==> src/rtl/write_bram_pkg.sv <==
// write_bram shared types and defaults.
// FSM encoding and width constants.
package write_bram_pkg;

  localparam int DATA_W = 8;
  localparam int ITER_W = 16;
  localparam int WPI_W  = 16;
  localparam int ADDR_W = 16;
  localparam int SLOTS  = 4;
  localparam int SLOT_W = 2;

  typedef enum logic [1:0] {
    IDLE = 2'd0,
    RUN  = 2'd1,
    DONE = 2'd2
  } state_t;

endpackage

==> src/rtl/write_bram_if.sv <==
// write_bram config/stream/BRAM bundle.
// master drives config and stream, slave is the block.
interface write_bram_if
  import write_bram_pkg::*;
#(
  parameter int DATA_WIDTH              = DATA_W,
  parameter int LOG_MAX_ITERS           = ITER_W,
  parameter int LOG_MAX_WRITES_PER_ITER = WPI_W,
  parameter int LOG_MAX_ADDRESS         = ADDR_W
);

  logic                               configure;
  logic [LOG_MAX_ITERS-1:0]           num_iters;
  logic [LOG_MAX_WRITES_PER_ITER-1:0] num_writes_per_iter;
  logic [LOG_MAX_ADDRESS-1:0]         base_address;
  logic                               valid_in;
  logic [DATA_WIDTH-1:0]              data_in;
  logic                               avail_out;
  logic [LOG_MAX_ADDRESS-1:0]         address_out;
  logic [DATA_WIDTH-1:0]              data_out;
  logic                               write_out;
  logic                               done;
  logic                               overflow;

  modport master (
    output configure, num_iters, num_writes_per_iter,
    output base_address, valid_in, data_in,
    input  avail_out, address_out, data_out,
    input  write_out, done, overflow
  );

  modport slave (
    input  configure, num_iters, num_writes_per_iter,
    input  base_address, valid_in, data_in,
    output avail_out, address_out, data_out,
    output write_out, done, overflow
  );

endinterface

==> src/rtl/write_bram_fifo.sv <==
// Small power-of-two FIFO with same-cycle push/pop.
// A push while full is taken only if a pop frees the slot.
module wr_fifo #(
  parameter int W      = 8,
  parameter int SLOTS  = 4,
  parameter int SLOT_W = 2
) (
  input  logic         clk,
  input  logic         rst,
  input  logic         push,
  input  logic         pop,
  input  logic [W-1:0] din,
  output logic [W-1:0] head,
  output logic         full,
  output logic         almost_full,
  output logic         empty
);

  localparam logic [SLOT_W:0] FULL_C = (SLOT_W+1)'(SLOTS);
  localparam logic [SLOT_W:0] AF_C   = (SLOT_W+1)'(SLOTS - 1);

  logic [W-1:0]      mem [SLOTS];
  logic [SLOT_W-1:0] wp;
  logic [SLOT_W-1:0] rp;
  logic [SLOT_W:0]   cnt;
  logic              do_push;
  logic              do_pop;

  assign full        = (cnt == FULL_C);
  assign almost_full = (cnt >= AF_C);
  assign empty       = (cnt == '0);
  assign head        = mem[rp];
  assign do_pop      = pop && !empty;
  assign do_push     = push && (!full || do_pop);

  // storage write, no reset needed
  always_ff @(posedge clk) begin
    if (do_push) mem[wp] <= din;
  end

  // pointers and occupancy
  always_ff @(posedge clk or negedge rst) begin
    if (!rst) begin
      wp  <= '0;
      rp  <= '0;
      cnt <= '0;
    end else begin
      if (do_push) wp <= wp + 1'b1;
      if (do_pop)  rp <= rp + 1'b1;
      cnt <= cnt + (SLOT_W+1)'(do_push)
                 - (SLOT_W+1)'(do_pop);
    end
  end

endmodule

==> src/rtl/write_bram.sv <==
// Stream-to-BRAM writer: FIFO in, windowed writes out.
// Each iteration rewrites base..base+writes-1.
module write_bram
  import write_bram_pkg::*;
#(
  parameter int DATA_WIDTH              = DATA_W,
  parameter int LOG_MAX_ITERS           = ITER_W,
  parameter int LOG_MAX_WRITES_PER_ITER = WPI_W,
  parameter int LOG_MAX_ADDRESS         = ADDR_W,
  parameter int NUM_SLOTS               = SLOTS,
  parameter int LOG_NUM_SLOTS           = SLOT_W
) (
  input logic         clk,
  input logic         rst,
  write_bram_if.slave bus
);

  localparam int IW = LOG_MAX_ITERS;
  localparam int WW = LOG_MAX_WRITES_PER_ITER;
  localparam int AW = LOG_MAX_ADDRESS;

  state_t                state;
  logic [IW-1:0]         iters_left;
  logic [WW-1:0]         writes_left;
  logic [WW-1:0]         writes_cpy;
  logic [AW-1:0]         base_cpy;
  logic [AW-1:0]         addr_r;
  logic [AW-1:0]         addr_o;
  logic [DATA_WIDTH-1:0] data_o;
  logic                  write_o;
  logic                  ovf_r;
  logic                  avail_q;

  logic [DATA_WIDTH-1:0] head;
  logic                  full;
  logic                  almost_full;
  logic                  empty;
  logic                  pop;
  logic                  cfg_ok;

  assign pop    = (state == RUN) && !empty;
  assign cfg_ok = (bus.num_iters != '0)
               && (bus.num_writes_per_iter != '0);

  wr_fifo #(
    .W      (DATA_WIDTH),
    .SLOTS  (NUM_SLOTS),
    .SLOT_W (LOG_NUM_SLOTS)
  ) u_fifo (
    .clk         (clk),
    .rst         (rst),
    .push        (bus.valid_in),
    .pop         (pop),
    .din         (bus.data_in),
    .head        (head),
    .full        (full),
    .almost_full (almost_full),
    .empty       (empty)
  );

  // FSM, window counters and registered BRAM port
  always_ff @(posedge clk or negedge rst) begin
    if (!rst) begin
      state       <= IDLE;
      iters_left  <= '0;
      writes_left <= '0;
      writes_cpy  <= '0;
      base_cpy    <= '0;
      addr_r      <= '0;
      addr_o      <= '0;
      data_o      <= '0;
      write_o     <= 1'b0;
      ovf_r       <= 1'b0;
      avail_q     <= 1'b0;
    end else begin
      avail_q <= 1'b1;
      write_o <= pop;
      if (bus.valid_in && full && !pop) ovf_r <= 1'b1;
      if (pop) begin
        addr_o <= addr_r;
        data_o <= head;
      end
      if (bus.configure) begin
        if (cfg_ok) begin
          state       <= RUN;
          iters_left  <= bus.num_iters;
          writes_left <= bus.num_writes_per_iter;
          writes_cpy  <= bus.num_writes_per_iter;
          base_cpy    <= bus.base_address;
          addr_r      <= bus.base_address;
        end else begin
          state <= DONE;
        end
      end else begin
        unique case (state)
          IDLE: state <= IDLE;
          RUN: begin
            if (pop) begin
              if (writes_left == WW'(1)) begin
                if (iters_left == IW'(1)) begin
                  state <= DONE;
                end else begin
                  iters_left  <= iters_left - 1'b1;
                  writes_left <= writes_cpy;
                  addr_r      <= base_cpy;
                end
              end else begin
                writes_left <= writes_left - 1'b1;
                addr_r      <= addr_r + 1'b1;
              end
            end
          end
          DONE:    state <= IDLE;
          default: state <= IDLE;
        endcase
      end
    end
  end

  assign bus.avail_out   = avail_q && !almost_full;
  assign bus.address_out = addr_o;
  assign bus.data_out    = data_o;
  assign bus.write_out   = write_o;
  assign bus.done        = (state == DONE);
  assign bus.overflow    = ovf_r;

endmodule
==> src/flat_wrapper.sv <==
// flat-port wrapper written by rule: the top's interface ports become plain ports
module write_bram_flat import write_bram_pkg::*;
#(
  parameter int DATA_WIDTH              = DATA_W,
  parameter int LOG_MAX_ITERS           = ITER_W,
  parameter int LOG_MAX_WRITES_PER_ITER = WPI_W,
  parameter int LOG_MAX_ADDRESS         = ADDR_W,
  parameter int NUM_SLOTS               = SLOTS,
  parameter int LOG_NUM_SLOTS           = SLOT_W
)
  (clk, rst, bus_configure, bus_num_iters, bus_num_writes_per_iter, bus_base_address, bus_valid_in, bus_data_in, bus_avail_out, bus_address_out, bus_data_out, bus_write_out, bus_done, bus_overflow);
  write_bram_if #(.DATA_WIDTH(DATA_WIDTH), .LOG_MAX_ITERS(LOG_MAX_ITERS), .LOG_MAX_WRITES_PER_ITER(LOG_MAX_WRITES_PER_ITER), .LOG_MAX_ADDRESS(LOG_MAX_ADDRESS)) bus_i ();
  input logic clk;
  input logic rst;
  input wire logic [$bits(bus_i.configure)-1:0] bus_configure;
  input wire logic [$bits(bus_i.num_iters)-1:0] bus_num_iters;
  input wire logic [$bits(bus_i.num_writes_per_iter)-1:0] bus_num_writes_per_iter;
  input wire logic [$bits(bus_i.base_address)-1:0] bus_base_address;
  input wire logic [$bits(bus_i.valid_in)-1:0] bus_valid_in;
  input wire logic [$bits(bus_i.data_in)-1:0] bus_data_in;
  output wire logic [$bits(bus_i.avail_out)-1:0] bus_avail_out;
  output wire logic [$bits(bus_i.address_out)-1:0] bus_address_out;
  output wire logic [$bits(bus_i.data_out)-1:0] bus_data_out;
  output wire logic [$bits(bus_i.write_out)-1:0] bus_write_out;
  output wire logic [$bits(bus_i.done)-1:0] bus_done;
  output wire logic [$bits(bus_i.overflow)-1:0] bus_overflow;
  assign bus_i.configure = bus_configure;
  assign bus_i.num_iters = bus_num_iters;
  assign bus_i.num_writes_per_iter = bus_num_writes_per_iter;
  assign bus_i.base_address = bus_base_address;
  assign bus_i.valid_in = bus_valid_in;
  assign bus_i.data_in = bus_data_in;
  assign bus_avail_out = bus_i.avail_out;
  assign bus_address_out = bus_i.address_out;
  assign bus_data_out = bus_i.data_out;
  assign bus_write_out = bus_i.write_out;
  assign bus_done = bus_i.done;
  assign bus_overflow = bus_i.overflow;
  write_bram #(.DATA_WIDTH(DATA_WIDTH), .LOG_MAX_ITERS(LOG_MAX_ITERS), .LOG_MAX_WRITES_PER_ITER(LOG_MAX_WRITES_PER_ITER), .LOG_MAX_ADDRESS(LOG_MAX_ADDRESS), .NUM_SLOTS(NUM_SLOTS), .LOG_NUM_SLOTS(LOG_NUM_SLOTS)) u_core (.clk(clk), .rst(rst), .bus(bus_i));
endmodule
==> config.mk <==
export PLATFORM = sky130hd
export DESIGN_NAME = write_bram_flat
export DESIGN_NICKNAME = d
export VERILOG_FILES = /design/src/rtl/write_bram_pkg.sv /design/src/rtl/write_bram_if.sv /design/src/rtl/write_bram_fifo.sv /design/src/rtl/write_bram.sv /design/src/flat_wrapper.sv
export SDC_FILE = /design/constraint.sdc
export NUM_CORES = 1
export LEC_CHECK = 0
export ABC_AREA = 1
export CAP_MARGIN = 10
export CORE_MARGIN = 5
export CORE_UTILIZATION = 45
export DETAILED_ROUTE_END_ITERATION = 8
export PLACE_DENSITY = 0.66
export SKIP_LAST_GASP = 1
export SYNTH_ARGS = -nofsm -noshare
export SYNTH_HDL_FRONTEND = slang
export SYNTH_SLANG_ARGS = --single-unit
==> constraint.sdc <==
create_clock -name clk -period 3.9 [get_ports clk]
set_clock_uncertainty 0.15 [all_clocks]
set_input_delay 1.17 -clock clk [delete_from_list [all_inputs] [get_ports clk]]
set_output_delay 1.17 -clock clk [all_outputs]
set_load 0.01 [all_outputs]
Word level (Yosys, flattened, before mapping)
Memories as Yosys holds them, arrays and structs flattened. A register that Yosys moved wholly into a read port is not among the register bits.
Index checks and enable logic that the tools add are counted.
{"block": "classes", "eq_ne": 11, "add_sub_neg": 7, "reduce_logical": 23, "n_lt_le_gt_ge": 1, "mux": 26}
{"operator": "$mux 16", "count": 18}
{"operator": "$eq 16x1->1 const B", "count": 2}
{"operator": "$reduce_bool 16->1", "count": 2}
{"operator": "$sub 16x1->16 const B", "count": 2}
{"operator": "$add 16x1->16 const B", "count": 1}
{"operator": "$mux 2", "count": 6}
{"operator": "$ne 3x3->1 const B", "count": 3}
{"operator": "$logic_and 1x1->1", "count": 7}
{"operator": "$reduce_bool 2->1", "count": 3}
{"operator": "$logic_not 1->1", "count": 5}
{"operator": "$reduce_and 5->1", "count": 1}
{"operator": "$add 2x1->2 const B", "count": 2}
{"operator": "$reduce_and 4->1", "count": 1}
{"operator": "$add 3x1->3", "count": 1}
{"operator": "$eq 3x3->1 const B", "count": 1}
{"operator": "$ge 3x2->1 const B", "count": 1}
{"operator": "$logic_not 3->1", "count": 1}
{"operator": "$ne 3x2->1 const B", "count": 1}
{"operator": "$reduce_and 3->1", "count": 1}
{"operator": "$sub 3x1->3", "count": 1}
{"operator": "$eq 2x1->1 const B", "count": 1}
{"operator": "$eq 2x2->1 const B", "count": 1}
{"operator": "$mux 1", "count": 2}
{"operator": "$ne 2x1->1 const B", "count": 1}
{"operator": "3 further kinds", "count": 3}
{"block": "word_totals", "mem_count": 1, "ram_bits": 32, "output_inout_bits": 28, "regBits": 108}
{"memory": "u_core.u_fifo.mem", "depth": 4, "word_bits": 8, "read_ports": 1, "rd_clocked_by_memory_dff": 1, "write_ports": 1, "line_no": "write_bram_fifo.sv:22", "source": "logic [W-1:0] mem [SLOTS];"}

Longest topological paths before layout
{"block": "logic_depth", "word_depth": 8, "depth_mapped": 12}

Modules after synthesis
Synthesis repeated with hierarchy kept, for this count alone.
{"block": "unflattened", "cells_unflattened": 1088, "area_unflattened_um2": 8122.8}
{"module": "write_bram", "seq_area_each_um2": 2727.6, "n_inst": 1, "cells_per_inst": 946, "area_per_inst_um2": 6421.2}
{"module": "wr_fifo", "seq_area_each_um2": 1136.1, "n_inst": 1, "cells_per_inst": 142, "area_per_inst_um2": 1701.6}

Worst setup path before layout
No wires, ideal clock.
{"block": "synth_path", "path_kind": "input -> register", "startpoint": "in bus_valid_in", "endpoint": "reg u_core.u_fifo.cnt[2]", "required_ns": 3.627, "stages": 7, "slack_ns": 1.311, "arrival_time_ns": 2.317, "n_path_buf": 0, "path_cell_list": "nand2_1 ha_1 inv_1 ha_1 inv_1 fa_1 xnor2_1"}
{"block": "synth_via", "elab_chain_cells": 3}
{"element": "from (decl)", "line_no": "flat_wrapper.sv:19", "source": "input wire logic [$bits(bus_i.valid_in)-1:0] bus_valid_in;"}
{"element": "$logic_and 1x1->1", "line_no": "write_bram_fifo.sv:34", "source": "assign do_push = push && (!full || do_pop);"}
{"element": "$add 3x1->3", "line_no": "write_bram_fifo.sv:50", "source": "cnt <= cnt + (SLOT_W+1)'(do_push)"}
{"element": "$sub 3x1->3", "line_no": "write_bram_fifo.sv:51", "source": "- (SLOT_W+1)'(do_pop);"}
{"element": "to (signal assigned)", "line_no": "write_bram_fifo.sv:50"}
{"element": "to (decl)", "line_no": "write_bram_fifo.sv:25", "source": "logic [SLOT_W:0] cnt;"}
Every way passes these cells.
A chain may end at the register's enable or synchronous reset.

Worst setup path in the final report
{"block": "layout_path", "startpoint": "reg u_core.u_fifo.cnt[1]", "endpoint": "out bus_avail_out"}
{"block": "layout_via", "elab_chain_cells": 3}
{"element": "$ge 3x2->1", "line_no": "write_bram_fifo.sv:30", "source": "assign almost_full = (cnt >= AF_C);"}
{"element": "$logic_not 1->1", "line_no": "write_bram.sv:120", "source": "assign bus.avail_out = avail_q && !almost_full;"}
{"element": "$logic_and 1x1->1", "line_no": "write_bram.sv:120"}
{"element": "to (decl)", "line_no": "flat_wrapper.sv:21", "source": "output wire logic [$bits(bus_i.avail_out)-1:0] bus_avail_out;"}
Every way passes these cells.

==> flow_metrics.py <==
metrics = {
    "pwr": {
        "p_leak_nw": 4.54,
        "irDropWorstVdd_uv": 344,
        "p_per_area_mw_per_mm2": 587,
    },
    "route": {
        "wl_per_cell_um": 13.7,
        "antenna_left": 0,
        "routed_wl_um": 19000,
        "drc": 0,
        "vias": 6851,
        "viasPerCell": 4.95,
        "drtPass1Iterations": 5,
        "initialDrtViolationCount": 516,
    },
    "synthesis": {
        "synth.net_count": 1139,
        "seq_area_frac_synth": 0.484,
        "netlist_area_mm2": 0.00798,
        "synth_top_cell_by_area": "dfrtp_1",
        "synth_area_leaders": "dfrtp_1 36%, nand2_1 17%, edfxtp_1 12%",
        "synth_top_area_frac": 0.364,
        "synth_warnings": 0,
        "synth_cell_types": 40,
        "syn_avg_cell_area_um2": 7.49,
        "syn_inst": 1066,
        "ys_seq_elements": 148,
    },
    "hold_path": {
        "hold_start": "u_core.bus.address_out[5]",
        "hold-path-endpoint": "u_core.bus.address_out[5]",
        "whs_path_depth": 2,
        "hold_class": "reg2reg",
    },
    "die": {
        "die_y_um": 143,
        "initial_core_util": 0.460,
        "dieArea_mm2": 0.0205,
        "die_w_um": 143,
        "coreArea_mm2": 0.0174,
        "io_pins": 88,
        "rows": 48,
    },
    "cts": {
        "cts_sinks": 148,
        "cts-resized-gates": 0,
        "cts_tree": "built",
        "numCtsBuffers": 17,
        "htreeDepth": 4,
        "post_cts_buffers": 0,
        "root_buffer": "clkbuf_16",
        "clk_pin_slew_ns": 0.07,
        "clock_latency_ns": 0.43,
        "clockBufferDepth": 2,
        "cts_hold_buf": 0,
    },
    "timing": {
        "drv_slew": 0,
        "max_slew.worst_pin.slew_ns": 0.741,
        "finalCritPeriodShare": 0.821,
        "rsz0062_at_grt": "false",
        "final.setup.tns_ns": 0,
        "hold_viol": 0,
        "hold_slack_ns": 0.325,
        "fmax_ghz": 0.312,
        "max_slew_margin": 0.504,
        "finalWorstSetupSlack_ns": 0.699,
        "finalSetupViolCount": 0,
        "period_needed_ns": 3.20,
    },
    "worst_setup_path": {
        "cp_slowest_cell": "clkdlybuf4s50_1",
        "r2r_slack_ns": 1.23,
        "critPathMaxFanout": 4,
        "cp.arrival_ns": 1.88,
        "cp-end-kind": "output port",
        "cp_top_family": "buffers and inverters",
        "reg2reg_depth": 11,
        "path_buf_inv": 1,
        "worstReg2RegStart": "u_core.writes_left[1]",
        "cp_data_required_time_ns": 2.58,
        "path_cells": "ha_1, o21ai_0, and3_1, clkdlybuf4s50_1",
        "critPathLaunchType": "register",
        "cpPeakStageDelay_ns": 0.53,
        "r2r_end": "u_core.addr_r[5]",
        "path_class": "reg2out",
    },
    "place": {
        "hpwl_um": 13300,
        "post-place-ws_ns": 0.492,
        "place_congestion": 0.893,
        "placed_cells": 1353,
        "port_buffers": 87,
    },
    "cells_and_area": {
        "final_cells": 1385,
        "area_delta_synth_final_pct": 21.0,
        "diodes": 0,
        "mostFrequentLayoutCells": "367 x nand2_1, 145 x nor2_1, 116 x dfrtp_1, 94 x inv_1, 91 x nand3_1",
        "final_common_cell": "nand2_1",
        "drive_gt1_frac": 0.0578,
        "final_nets": 1220,
    },
    "global_route": {
        "grt_pass1_wl_um": 32200,
        "grt_pass1_vias": 6677,
        "grt_max_degree": 117,
        "antenna_found_initial": 0,
        "grtUsageTotal": 0.197,
        "overflow": 0,
    },
    "run": {
        "max_cap_viol_count": 0,
    },
    "run_status": {
        "status": "complete, no violations",
    },
}
## cell type report
class	instances	area (µm²)
fillers	1682	7700
flip-flops and latches	148	3860
multi-input cells	784	3570
repair buffers	101	981
clock buffers	17	425
inverters	95	357
well taps	225	282
clock inverters	15	181
## synth_stat cells
library cell,n
a21oi_1,6
a21oi_4,1
a22oi_1,1
a31o_2,1
a31oi_1,9
and3_1,1
buf_1,5
buf_2,8
buf_4,2
buf_6,4
clkbuf_1,20
conb_1,1
dfrtp_1,116
edfxtp_1,32
fa_1,1
ha_1,12
inv_1,94
inv_2,1
mux2i_1,3
nand2_1,367
nand2_2,3
nand2_4,1
nand3_1,91
nand3_2,1
nand3_4,1
nand3b_1,2
nand4_1,14
nor2_1,145
nor2_2,4
nor2_4,1
nor3_1,4
nor3_2,1
o21a_1,1
o21ai_0,85
o21ai_1,5
o21bai_1,1
or2_1,1
or2_2,4
xnor2_1,4
xor2_1,12
## through the flow
stage	total power, mW	utilization	instance area (µm²)
2_1_floorplan	3.35	-	7980
3_3_place_gp	4.00	0.522	9050
3_5_place_dp	4.03	0.522	9050
4_1_cts	5.72	0.557	9660
5_1_grt	6.10	0.557	9660
6_report	5.67	0.557	9660
## power breakdown
part,internal [mW],switching (mW)
Clock,0.923,0.755
Combinational,0.736,0.967
Sequential,1.97,0.314
Total,3.63,2.04
## state kept, by name, summed over array words and instances (netlist names), 3 cells and up
name                    count
u_core.writes_cpy          16
u_core.bus.address_out     16
u_core.writes_left         16
u_core.iters_left          16
u_core.u_fifo.mem          32
u_core.addr_r              16
u_core.bus.data_out         8
u_core.base_cpy            16
u_core.u_fifo.cnt           3
## worst max path at each step
stage | cells after the start | startpoint | end | slack, ns
2_1_floorplan | 7 | bus_valid_in | u_core.u_fifo.cnt[2] | 1.31
3_3_place_gp | 11 | bus_num_writes_per_iter[10] | u_core.addr_r[12] | 0.56
3_5_place_dp | 11 | bus_num_writes_per_iter[10] | u_core.addr_r[5] | 0.49
4_1_cts | 4 | u_core.u_fifo.cnt[1] | bus_avail_out | 0.66
5_1_grt | 4 | u_core.u_fifo.cnt[1] | bus_avail_out | 0.59
6_report | 4 | u_core.u_fifo.cnt[1] | bus_avail_out | 0.70
## worst reg2reg max path: cells and delay by family, from the launching register on
family,cells,cell delay [ns]
and+or+nand+nor,8,1.41
adders and majority gates,1,0.20
buffers and inverters,2,0.39
DFF,1,0.41
## per-layer routing
layer,GRT usage,share of wire
met5,0,0
met4,0.0665,0.019
met3,0.0449,0.043
met2,0.310,0.46
met1,0.269,0.48
## logic make-up (layout without fill, tap and decap cells)
| family | count (synthesis) | count (layout) | synth area share |
|---|---|---|---|
| muxes | 3 | 3 | 0.00376 |
| xor gates and xnor gates | 16 | 16 | 0.0176 |
| adders and majority gates | 13 | 13 | 0.0213 |
| AOI/OAI and AO/OA | 110 | 110 | 0.0732 |
| and+or+nand+nor | 641 | 641 | 0.331 |
| other | 1 | 1 | 0.000470 |
| DFF | 148 | 148 | 0.484 |
| buffers and inverters | 134 | 228 | 0.0690 |
Power figures use the tool's default switching activity.
